==> src/rtl/wb_pkg.sv <==
// wb_pkg: shared types and constants for the writeback stage.
//   ld_size_e : load access size encoding (reserved 2'b11 behaves as a word)
//   wb_src_e  : which upstream source owns the write slot this cycle
//   STARVE_W  : width of the execute starvation counter
package wb_pkg;

  localparam int STARVE_W = 4;

  typedef enum logic [1:0] {
    LD_B = 2'b00,
    LD_H = 2'b01,
    LD_W = 2'b10
  } ld_size_e;

  typedef enum logic {
    SRC_EX = 1'b0,
    SRC_LD = 1'b1
  } wb_src_e;

endpackage

==> src/rtl/wb_ld_align.sv <==
// wb_ld_align: combinational lane select and sign/zero extension of load data.
// Ports:
//   rdata       in  XLEN  raw aligned memory word
//   addr_lo     in  2     byte offset of the load address
//   size        in  2     00 byte, 01 half, 10 word, 11 treated as word
//   ld_unsigned in  1     zero-extend instead of sign-extend
//   data        out XLEN  formatted load result
module wb_ld_align
  import wb_pkg::*;
#(
  parameter int XLEN = 32
) (
  input  logic [XLEN-1:0] rdata,
  input  logic [1:0]      addr_lo,
  input  logic [1:0]      size,
  input  logic            ld_unsigned,
  output logic [XLEN-1:0] data
);

  logic [7:0]  byte_sel;
  logic [15:0] half_sel;

  // Pick the addressed byte and halfword lanes.
  always_comb begin
    byte_sel = 8'h00;
    case (addr_lo)
      2'd0:    byte_sel = rdata[7:0];
      2'd1:    byte_sel = rdata[15:8];
      2'd2:    byte_sel = rdata[23:16];
      2'd3:    byte_sel = rdata[31:24];
      default: byte_sel = rdata[7:0];
    endcase
    // Halfword lane uses only addr_lo[1]; bit 0 is ignored on purpose.
    if (addr_lo[1]) begin
      half_sel = rdata[31:16];
    end else begin
      half_sel = rdata[15:0];
    end
  end

  // Extend the selected lane to the full datapath width.
  always_comb begin
    data = rdata;
    case (size)
      LD_B:    data = {{(XLEN-8){byte_sel[7] & ~ld_unsigned}}, byte_sel};
      LD_H:    data = {{(XLEN-16){half_sel[15] & ~ld_unsigned}}, half_sel};
      LD_W:    data = rdata;
      default: data = rdata;
    endcase
  end

endmodule

==> src/rtl/wb_stage.sv <==
// wb_stage: writeback stage in front of the integer register file.
// Arbitrates execute results against load responses (loads favoured, with a
// starvation limit for execute), formats load data, registers a single write
// and bypasses that pending write onto the register-file read data.
// Build option: define WB_BYPASS_EN to enable the read bypass muxes; without
// it rsN_data passes rsN_rf_data straight through.
// Ports:
//   clk, rst                      clock, asynchronous active-high reset
//   ex_valid/ex_ready/ex_rd/ex_wen/ex_data           execute result channel
//   ld_valid/ld_ready/ld_rd/ld_rdata/ld_addr_lo/
//   ld_size/ld_unsigned                              load response channel
//   rd_addr/rd_data/rd_wr_en      register-file write port (registered)
//   rs1_addr/rs2_addr, rs1_rf_data/rs2_rf_data       register-file reads
//   rs1_data/rs2_data             read data after bypass
module wb_stage
  import wb_pkg::*;
#(
  parameter int XLEN       = 32,
  parameter int STARVE_MAX = 4
) (
  input  logic            clk,
  input  logic            rst,
  input  logic            ex_valid,
  output logic            ex_ready,
  input  logic [4:0]      ex_rd,
  input  logic            ex_wen,
  input  logic [XLEN-1:0] ex_data,
  input  logic            ld_valid,
  output logic            ld_ready,
  input  logic [4:0]      ld_rd,
  input  logic [XLEN-1:0] ld_rdata,
  input  logic [1:0]      ld_addr_lo,
  input  logic [1:0]      ld_size,
  input  logic            ld_unsigned,
  output logic [4:0]      rd_addr,
  output logic [XLEN-1:0] rd_data,
  output logic            rd_wr_en,
  input  logic [4:0]      rs1_addr,
  input  logic [4:0]      rs2_addr,
  input  logic [XLEN-1:0] rs1_rf_data,
  input  logic [XLEN-1:0] rs2_rf_data,
  output logic [XLEN-1:0] rs1_data,
  output logic [XLEN-1:0] rs2_data
);

  localparam logic [STARVE_W-1:0] STARVE_MAX_C = STARVE_W'(STARVE_MAX);

  logic [STARVE_W-1:0] starve_q, starve_d;
  logic [4:0]          rd_addr_q, rd_addr_d;
  logic [XLEN-1:0]     rd_data_q, rd_data_d;
  logic                rd_wr_en_q, rd_wr_en_d;

  logic            ex_gnt;
  logic            ld_gnt;
  wb_src_e         src;
  logic [4:0]      wb_addr;
  logic [XLEN-1:0] wb_data;
  logic [XLEN-1:0] ld_fmt;
  logic            wr_want;

  wb_ld_align #(.XLEN(XLEN)) u_align (
    .rdata       (ld_rdata),
    .addr_lo     (ld_addr_lo),
    .size        (ld_size),
    .ld_unsigned (ld_unsigned),
    .data        (ld_fmt)
  );

  // Grant: load wins a tie unless execute has waited STARVE_MAX grants.
  always_comb begin
    ex_gnt = 1'b0;
    ld_gnt = 1'b0;
    if (rst) begin
      ex_gnt = 1'b0;
      ld_gnt = 1'b0;
    end else if (ex_valid && ld_valid) begin
      if (starve_q == STARVE_MAX_C) begin
        ex_gnt = 1'b1;
      end else begin
        ld_gnt = 1'b1;
      end
    end else if (ex_valid) begin
      ex_gnt = 1'b1;
    end else if (ld_valid) begin
      ld_gnt = 1'b1;
    end else begin
      ex_gnt = 1'b0;
      ld_gnt = 1'b0;
    end
  end

  assign ex_ready = ex_gnt;
  assign ld_ready = ld_gnt;

  // Starvation counter: counts load grants that made a waiting execute wait.
  always_comb begin
    starve_d = {STARVE_W{1'b0}};
    if (ld_gnt && ex_valid) begin
      if (starve_q == STARVE_MAX_C) begin
        starve_d = starve_q;
      end else begin
        starve_d = starve_q + STARVE_W'(1);
      end
    end else begin
      starve_d = {STARVE_W{1'b0}};
    end
  end

  // Select the granted source and decide whether it really writes.
  always_comb begin
    src     = ld_gnt ? SRC_LD : SRC_EX;
    wb_addr = ex_rd;
    wb_data = ex_data;
    case (src)
      SRC_LD: begin
        wb_addr = ld_rd;
        wb_data = ld_fmt;
      end
      SRC_EX: begin
        wb_addr = ex_rd;
        wb_data = ex_data;
      end
      default: begin
        wb_addr = ex_rd;
        wb_data = ex_data;
      end
    endcase
    // x0 is hardwired; a suppressed execute result is still consumed.
    wr_want    = ld_gnt | (ex_gnt & ex_wen);
    rd_wr_en_d = wr_want & (wb_addr != 5'd0);
    if (ex_gnt || ld_gnt) begin
      rd_addr_d = wb_addr;
      rd_data_d = wb_data;
    end else begin
      rd_addr_d = rd_addr_q;
      rd_data_d = rd_data_q;
    end
  end

  // State and write-port registers; reset discards any pending write at once.
  always_ff @(posedge clk or posedge rst) begin
    if (rst) begin
      starve_q   <= {STARVE_W{1'b0}};
      rd_addr_q  <= 5'd0;
      rd_data_q  <= {XLEN{1'b0}};
      rd_wr_en_q <= 1'b0;
    end else begin
      starve_q   <= starve_d;
      rd_addr_q  <= rd_addr_d;
      rd_data_q  <= rd_data_d;
      rd_wr_en_q <= rd_wr_en_d;
    end
  end

  assign rd_addr  = rd_addr_q;
  assign rd_data  = rd_data_q;
  assign rd_wr_en = rd_wr_en_q;

`ifdef WB_BYPASS_EN
  // Forward the pending write: the register file still returns the old value.
  always_comb begin
    if (rd_wr_en_q && (rd_addr_q == rs1_addr) && (rs1_addr != 5'd0)) begin
      rs1_data = rd_data_q;
    end else begin
      rs1_data = rs1_rf_data;
    end
    if (rd_wr_en_q && (rd_addr_q == rs2_addr) && (rs2_addr != 5'd0)) begin
      rs2_data = rd_data_q;
    end else begin
      rs2_data = rs2_rf_data;
    end
  end
`else
  assign rs1_data = rs1_rf_data;
  assign rs2_data = rs2_rf_data;
`endif

endmodule

==> config.mk <==
export PLATFORM = sky130hd
export DESIGN_NAME = wb_stage
export DESIGN_NICKNAME = d
export VERILOG_FILES = /design/src/rtl/wb_pkg.sv /design/src/rtl/wb_ld_align.sv /design/src/rtl/wb_stage.sv
export SDC_FILE = /design/constraint.sdc
export NUM_CORES = 1
export LEC_CHECK = 0
export CAP_MARGIN = 15
export CORE_MARGIN = 4
export CORE_UTILIZATION = 33
export DETAILED_ROUTE_END_ITERATION = 7
export PLACE_DENSITY_LB_ADDON = 0.3
export SETUP_SLACK_MARGIN = 0.4
export SLEW_MARGIN = 15
export SYNTH_ARGS = -nofsm -noshare
export SYNTH_HDL_FRONTEND = slang
export SYNTH_SLANG_ARGS = --single-unit
export TNS_END_PERCENT = 5
==> constraint.sdc <==
create_clock -name clk -period 5.3 [get_ports clk]
set_clock_uncertainty 0.2 [all_clocks]
set_input_delay 1.59 -clock clk [delete_from_list [all_inputs] [get_ports clk]]
set_output_delay 1.59 -clock clk [all_outputs]
set_load 0.02 [all_outputs]
==> flow_summary_export.csv <==
group,metric,value,unit
placement,place_hpwl,7.65,mm
floorplanning,starting_utilization_of_the_core_area,0.338,
setup_path,cp.buffers_inverters,3,
clock_network,clk_transition_reported_paths,0.08,ns
synthesis,post_synth.cell_area_avg,8.41,um^2
sta,setup_total_negative_slack,0,ns
grt,grt_util_all_layers,0.178,
floorplanning,io_pins,262,
detailed_routing,routed-via-count,2883,
synthesis,synthDominantAreaCellType,"dfrtp_1",
final_layout,postLayoutCoreUtil,0.443,
sta,report.final.slew_viol_count,0,
final_layout,final_net_count,586,
floorplanning,rows,35,
sta,timing_worst_slew_pin_value,0.898,ns
detailed_routing,avgViaCountPerCell,5.19,
sta,hold-worst-slack,0.288,ns
clock_network,clk_path_buf_depth,2,
grt,grt_first_pass_wirelength,15.9,mm
sta,setup_viol_count_final,0,
floorplanning,die_y,105,um
setup_path,end_kind,"output pin",
detailed_routing,route.final.wire_length,10.2,mm
synthesis,synth.lib_cells_used.distinct,44,
clock_network,total_cts_buffers,5,
detailed_routing,post-route-drc-count,0,
placement,place_congestion,0.815,
grt,peak_usage_layer_in_the_global_routing_report,"met2",
grt,globalRoute.totalOverflow,0,
floorplanning,floorplan.core_area,9240,um^2
floorplanning,dieWidth,105,um
grt,pin_count_of_the_biggest_net_entering_global_routing,44,
detailed_routing,drtIter0Drc,140,
run,cap_viol_max_count,0,
setup_path,worstSetupStartpointType,"primary input",
setup_path,timing.setup.critical_path_class,"primary input to output pin",
final_layout,drive_gt1_frac,0.0845,
clock_network,cts.sinks,42,
setup_path,critPathRequiredTime,3.51,ns
clock_network,worstSkewPairLatency,0.29,ns
synthesis,synth_fp_nets,531,
sta,hold_viol,0,
setup_path,cp_cell_sequence,"clkdlybuf4s50_1 > nand2b_1 > a21oi_1 > buf_4 > dlygate4sd2_1",
grt,grt_antenna_before_repair,0,
floorplanning,floorplan.die_area,11100,um^2
setup_path,critPathTopFamily,"buffers and inverters",
clock_network,htreeDepth,2,
synthesis,yosys.area.top_type_share,0.337,
power_and_ir_drop,power_density,232,nW/um^2
clock_network,cts_tree,"built",
sta,worst_slew_margin_rel,0.400,
clock_network,post_cts_buffers,0,
synthesis,netlist_top_cells_area,"dfrtp_1 (34%), buf_4 (16%), nand2_1 (5.3%)",
grt,use_met3,0.0576,
placement,port_buffers,123,
power_and_ir_drop,vdd.ir_drop.worst,0.0000868,V
grt,grt_use_met2,0.284,
synthesis,synth-warning-count,0,
power_and_ir_drop,p_leak,1.60,nW
final_layout,fillCellCount,924,
setup_path,worstPathArrival,2.95,ns
clock_network,ctsRootBufferMaster,"clkbuf_8",
synthesis,ys_ff_latch,42,
sta,layout_min_cycle_time,4.74,ns
grt,first_global_vias,2907,
status,outcome,"completed",
sta,max_freq,211,MHz
synthesis,portion_of_the_post_synthesis_area_used_by_sequential_elements,0.337,
hold_path,hold_class,"flip-flop to flip-flop",
sta,final_min_period_over_clock_period,0.894,
setup_path,largest_stage_delay_worst_path,0.50,ns
setup_path,crit_fanout,4,
detailed_routing,drt-pass1-iter-count,4,
final_layout,antenna-diode-count,0,
grt,grtUsageMet1,0.234,
setup_path,cpMaxStageDelayCell,"clkdlybuf4s50_1",
placement,dpl-instance-area,4020,um^2
synthesis,syn_inst,371,
synthesis,synth.cell_area,3120,um^2
sta,rsz0062_at_grt,"no",
detailed_routing,antenna_left,0,
detailed_routing,wire_per_inst,18.4,um
clock_network,ctsHoldBuffers,0,
final_layout,post-route-cell-area,4100,um^2
final_layout,area_growth,31.2,%
==> repair_timing <==
action                                  4_1_cts  5_1_grt
pin swaps                                     0        0
gates resized for setup                       1        1
endpoints found under the hold margin         0        0
endpoints found under the setup margin        2        1
==> synth_stat cells, drive strengths merged <==
cell type,number
nor2b,4
a31oi,6
a22oi,8
mux4,1
xnor2,1
xor2,1
or4,2
buf,79
o2111a,2
a21oi,15
o221ai,1
o21a,1
nand2b,8
nand2,44
nor3,18
nor3b,1
or2,2
o2111ai,1
clkbuf,7
nand3b,1
nand3,3
or3,9
a221oi,8
o21ai,13
a211oi,16
nand4b,1
inv,8
and3b,1
ha,2
mux2i,7
a311oi,8
mux2,2
o31ai,6
nor2,42
dfrtp,42
==> sequential cells by signal, indices dropped and copies added, names as in the netlist <==
register and cells:
rd_data 32, rd_addr 5, starve_q 4, rd_wr_en 1
==> kinds of logic (layout without fill, tap and decap cells) <==
| family | count (synthesis) | after routing | share of synthesized area |
|---|---|---|---|
| AND/OR/NAND/NOR | 136 | 136 | 0.198 |
| buffers and inverters | 94 | 149 | 0.198 |
| AO/OA/AOI/OAI | 85 | 85 | 0.216 |
| flip-flops | 42 | 42 | 0.337 |
| multiplexers | 10 | 10 | 0.0369 |
| adder cells (fa/ha/maj) | 2 | 2 | 0.00801 |
| XOR/XNOR | 2 | 2 | 0.00561 |
==> stage by stage <==
step | cells | setup slack, ns | total power [W]
global route | 555 | 0.468 | 0.00100
detailed placement | 548 | 0.279 | 0.000762
floorplan | 371 | 0.582 | 0.000635
global placement | 548 | 0.306 | 0.000758
finish | 555 | 0.562 | 0.000952
CTS | 555 | 0.365 | 0.000963
==> cell type report <==
type	instances	area, um^2	share of cell area
well taps	129	161	0.0394
inverters	8	33.8	0.00825
multi-input cells	235	1460	0.356
repair buffers	134	1320	0.321
flip-flops and latches	42	1050	0.257
clock buffers	7	76.3	0.0186
==> cell usage in the layout, fill, tap and decap left out, types with 3 or more instances in the layout <==
cell type / synthesis / final
clkdlybuf4s50_1: 0 / 121
nand2_1: 44 / 44
dfrtp_1: 42 / 42
nor2_1: 42 / 41
nor3_1: 18 / 18
a21oi_1: 14 / 14
o21ai_0: 11 / 11
buf_4: 65 / 11
a211oi_2: 10 / 10
or3_1: 9 / 9
nand2b_1: 8 / 8
a22oi_1: 8 / 8
mux2i_1: 7 / 7
a311oi_1: 7 / 7
a221oi_1: 7 / 7
inv_1: 7 / 6
a211oi_1: 6 / 6
a31oi_1: 6 / 6
o31ai_1: 6 / 6
clkbuf_8: 0 / 5
nor2b_1: 4 / 4
nand3_1: 3 / 3
==> per-layer routing <==
layer	part of all wire	wire length (um)
met1	0.43	4390
met2	0.47	4830
met5	0	0
met4	0.012	119
met3	0.086	879
==> power by group <==
part | switching, W | internal, W | total [W] | leakage, nW
sequential | 0.0000241 | 0.000362 | 0.000387 | 0.507
combinational | 0.000183 | 0.000184 | 0.000367 | 1.06
clock | 0.000108 | 0.0000909 | 0.000199 | 0.0383
==> path summary, 6_finish.rpt <==
kind | startpoint | endpoint | depth (start not counted) | slack [ns]
hold / removal | starve_q[0] | starve_q[0] | 1 | 0.29
max in group asynchronous | rst | rd_data[23] | 3 | 2.77
setup / recovery | rst | ex_ready | 5 | 0.56
min in group asynchronous | rst | rd_data[8] | 3 | 1.74
setup reg to reg | starve_q[0] | rd_data[22] | 7 | 3.06
hold reg to reg | starve_q[0] | starve_q[0] | 1 | 0.29
Note: power is estimated with default switching activity, not from simulation.
==> edit (same flow settings) <==
Reset style: synchronous (`rst`), changed in one clocked block. Comments in the files are not updated.
--- a/src/rtl/wb_stage.sv
+++ b/src/rtl/wb_stage.sv
@@ -138,7 +138,7 @@
   end
 
   // State and write-port registers; reset discards any pending write at once.
-  always_ff @(posedge clk or posedge rst) begin
+  always_ff @(posedge clk) begin
     if (rst) begin
       starve_q   <= {STARVE_W{1'b0}};
       rd_addr_q  <= 5'd0;
Function: differs if rst is asserted again (counterexample within 4 cycles, from zero or initial values and one cycle with rst high); with rst held inactive, the same outputs for 10 cycles.
==> edit against the unedited design <==
- wire length fell by 12%
- synthesized area fell by 9.4%
- total power fell by 8.2%
- combinational power fell by 30%
- design area fell by 7.7%
- die area fell by 8.7%
- first-iteration DRC count fell by 32%
- setup slack got worse by 0.00086 ns
- sequential cell count did not move
- largest cell class unchanged
==> edit: results (changes against the unedited design) <==
inverters: 7  # -1
initialDrtViolationCount: 95  # -32%
r2r_end: "rd_data[23]"
antenna_found_initial: 0  # unchanged
whs_ns: 0.255  # -0.0327 ns
leakagePower_nw: 1.39  # -13%
synthTopCellsByCount: "67 x buf_4, 42 x dfxtp_1, 35 x nand2_1, 29 x o21ai_0, 20 x a22oi_1"
ys_seq_elements: 42  # unchanged
ir_worst_vdd_mv: 0.125  # +43%
gp_congestion: 0.829  # +1.7%
r2r_slack_ns: 2.93  # -0.13 ns
cpPeakStageDelay_ns: 0.50  # about the same
yosysSeqAreaShare: 0.297  # -0.0395
via_per_inst: 5.40  # +3.9%
htreeDepth: 2  # unchanged
grt_max_degree: 30  # -32%
worstHoldPathType: "flop to flop"
multi_input_area_mm2: 0.00136  # -7.1%
post-dp-hpwl_um: 7090  # -7.4%
area_share_clock_buf_inv: 0.0298  # +0.0111
synth-xor-area-share: 0.00310  # -0.00252
synth_compound_area_frac: 0.286  # +0.0697
num-multi-input-gates: 207  # -12%
cp_max_fo: 3  # -1
synth_fa_ha_area_frac: 0.00885  # +0.000830
synthArstFlopShare: 0  # -1.00
final_nets: 557  # -4.9%
muxShareOfSynthArea: 0.0602  # +0.0233
track_usage: 0.171  # -0.00704
ys_warn_count: 0  # unchanged
wirelength_um: 9030  # -12%
startpoint: "ex_valid"
synth.net_count: 503  # -5.3%
min_to: "rd_data[19]"
synth_cell_type_count: 43  # -2.3%
clkPwrFrac: 0.302  # +0.093
worstReg2RegStart: "starve_q[0]"
status: "complete, no violations"
fill_cells: 832  # -10%
clockBufferCount: 6  # -1
max_slew_margin: 0.355  # -0.0449
hold_path_depth: 2  # +1
synth.area.top_cells: "dfxtp_1 30%, buf_4 18%, a22oi_1 5.3%"
p_per_area_mw_per_mm2: 231  # -0.57%
drive_above_1_share: 0.0882  # +0.00365
numCtsBuffers: 5  # unchanged
root_buffer: "clkbuf_8"
seq_area_um2: 841  # -20%
buf_share: 0.348  # +0.0268
synthFlopType: "dfxtp_1"
p_int_w: 0.000628  # -1.4%
grt_pass1_wl_um: 13700  # -14%
worstHoldStart: "rd_data[19]"
edit: layer usage:
metal / GRT usage / share of wire / vias up
met5: 0 / 0 / -
met4: 0.0798 / 0.032 / 0
met1: 0.210 / 0.42 / 1228
li1: - / - / 1300
met2: 0.274 / 0.46 / 146
met3: 0.0478 / 0.094 / 36
edit: metrics by stage:
| stage | utilization | std cells | setup WS, ns | area [um2] |
|---|---|---|---|---|
| after floorplan | - | 343 | 1.10 | 2830 |
| after global placement | 0.444 | 495 | 0.296 | 3670 |
| final | 0.458 | 502 | 0.561 | 3780 |
| after detailed placement | 0.444 | 495 | 0.278 | 3670 |
| after global routing | 0.458 | 502 | 0.473 | 3780 |
| after CTS | 0.458 | 502 | 0.310 | 3780 |
edit: worst reg2reg max path, stage by stage (launching register included):
cell	delay (ns)
dfxtp_1	0.38
inv_1	0.06
ha_1	0.23
nand4b_1	0.12
nand2_1	0.11
buf_4	0.20
a31oi_2	0.70
a32oi_1	0.22
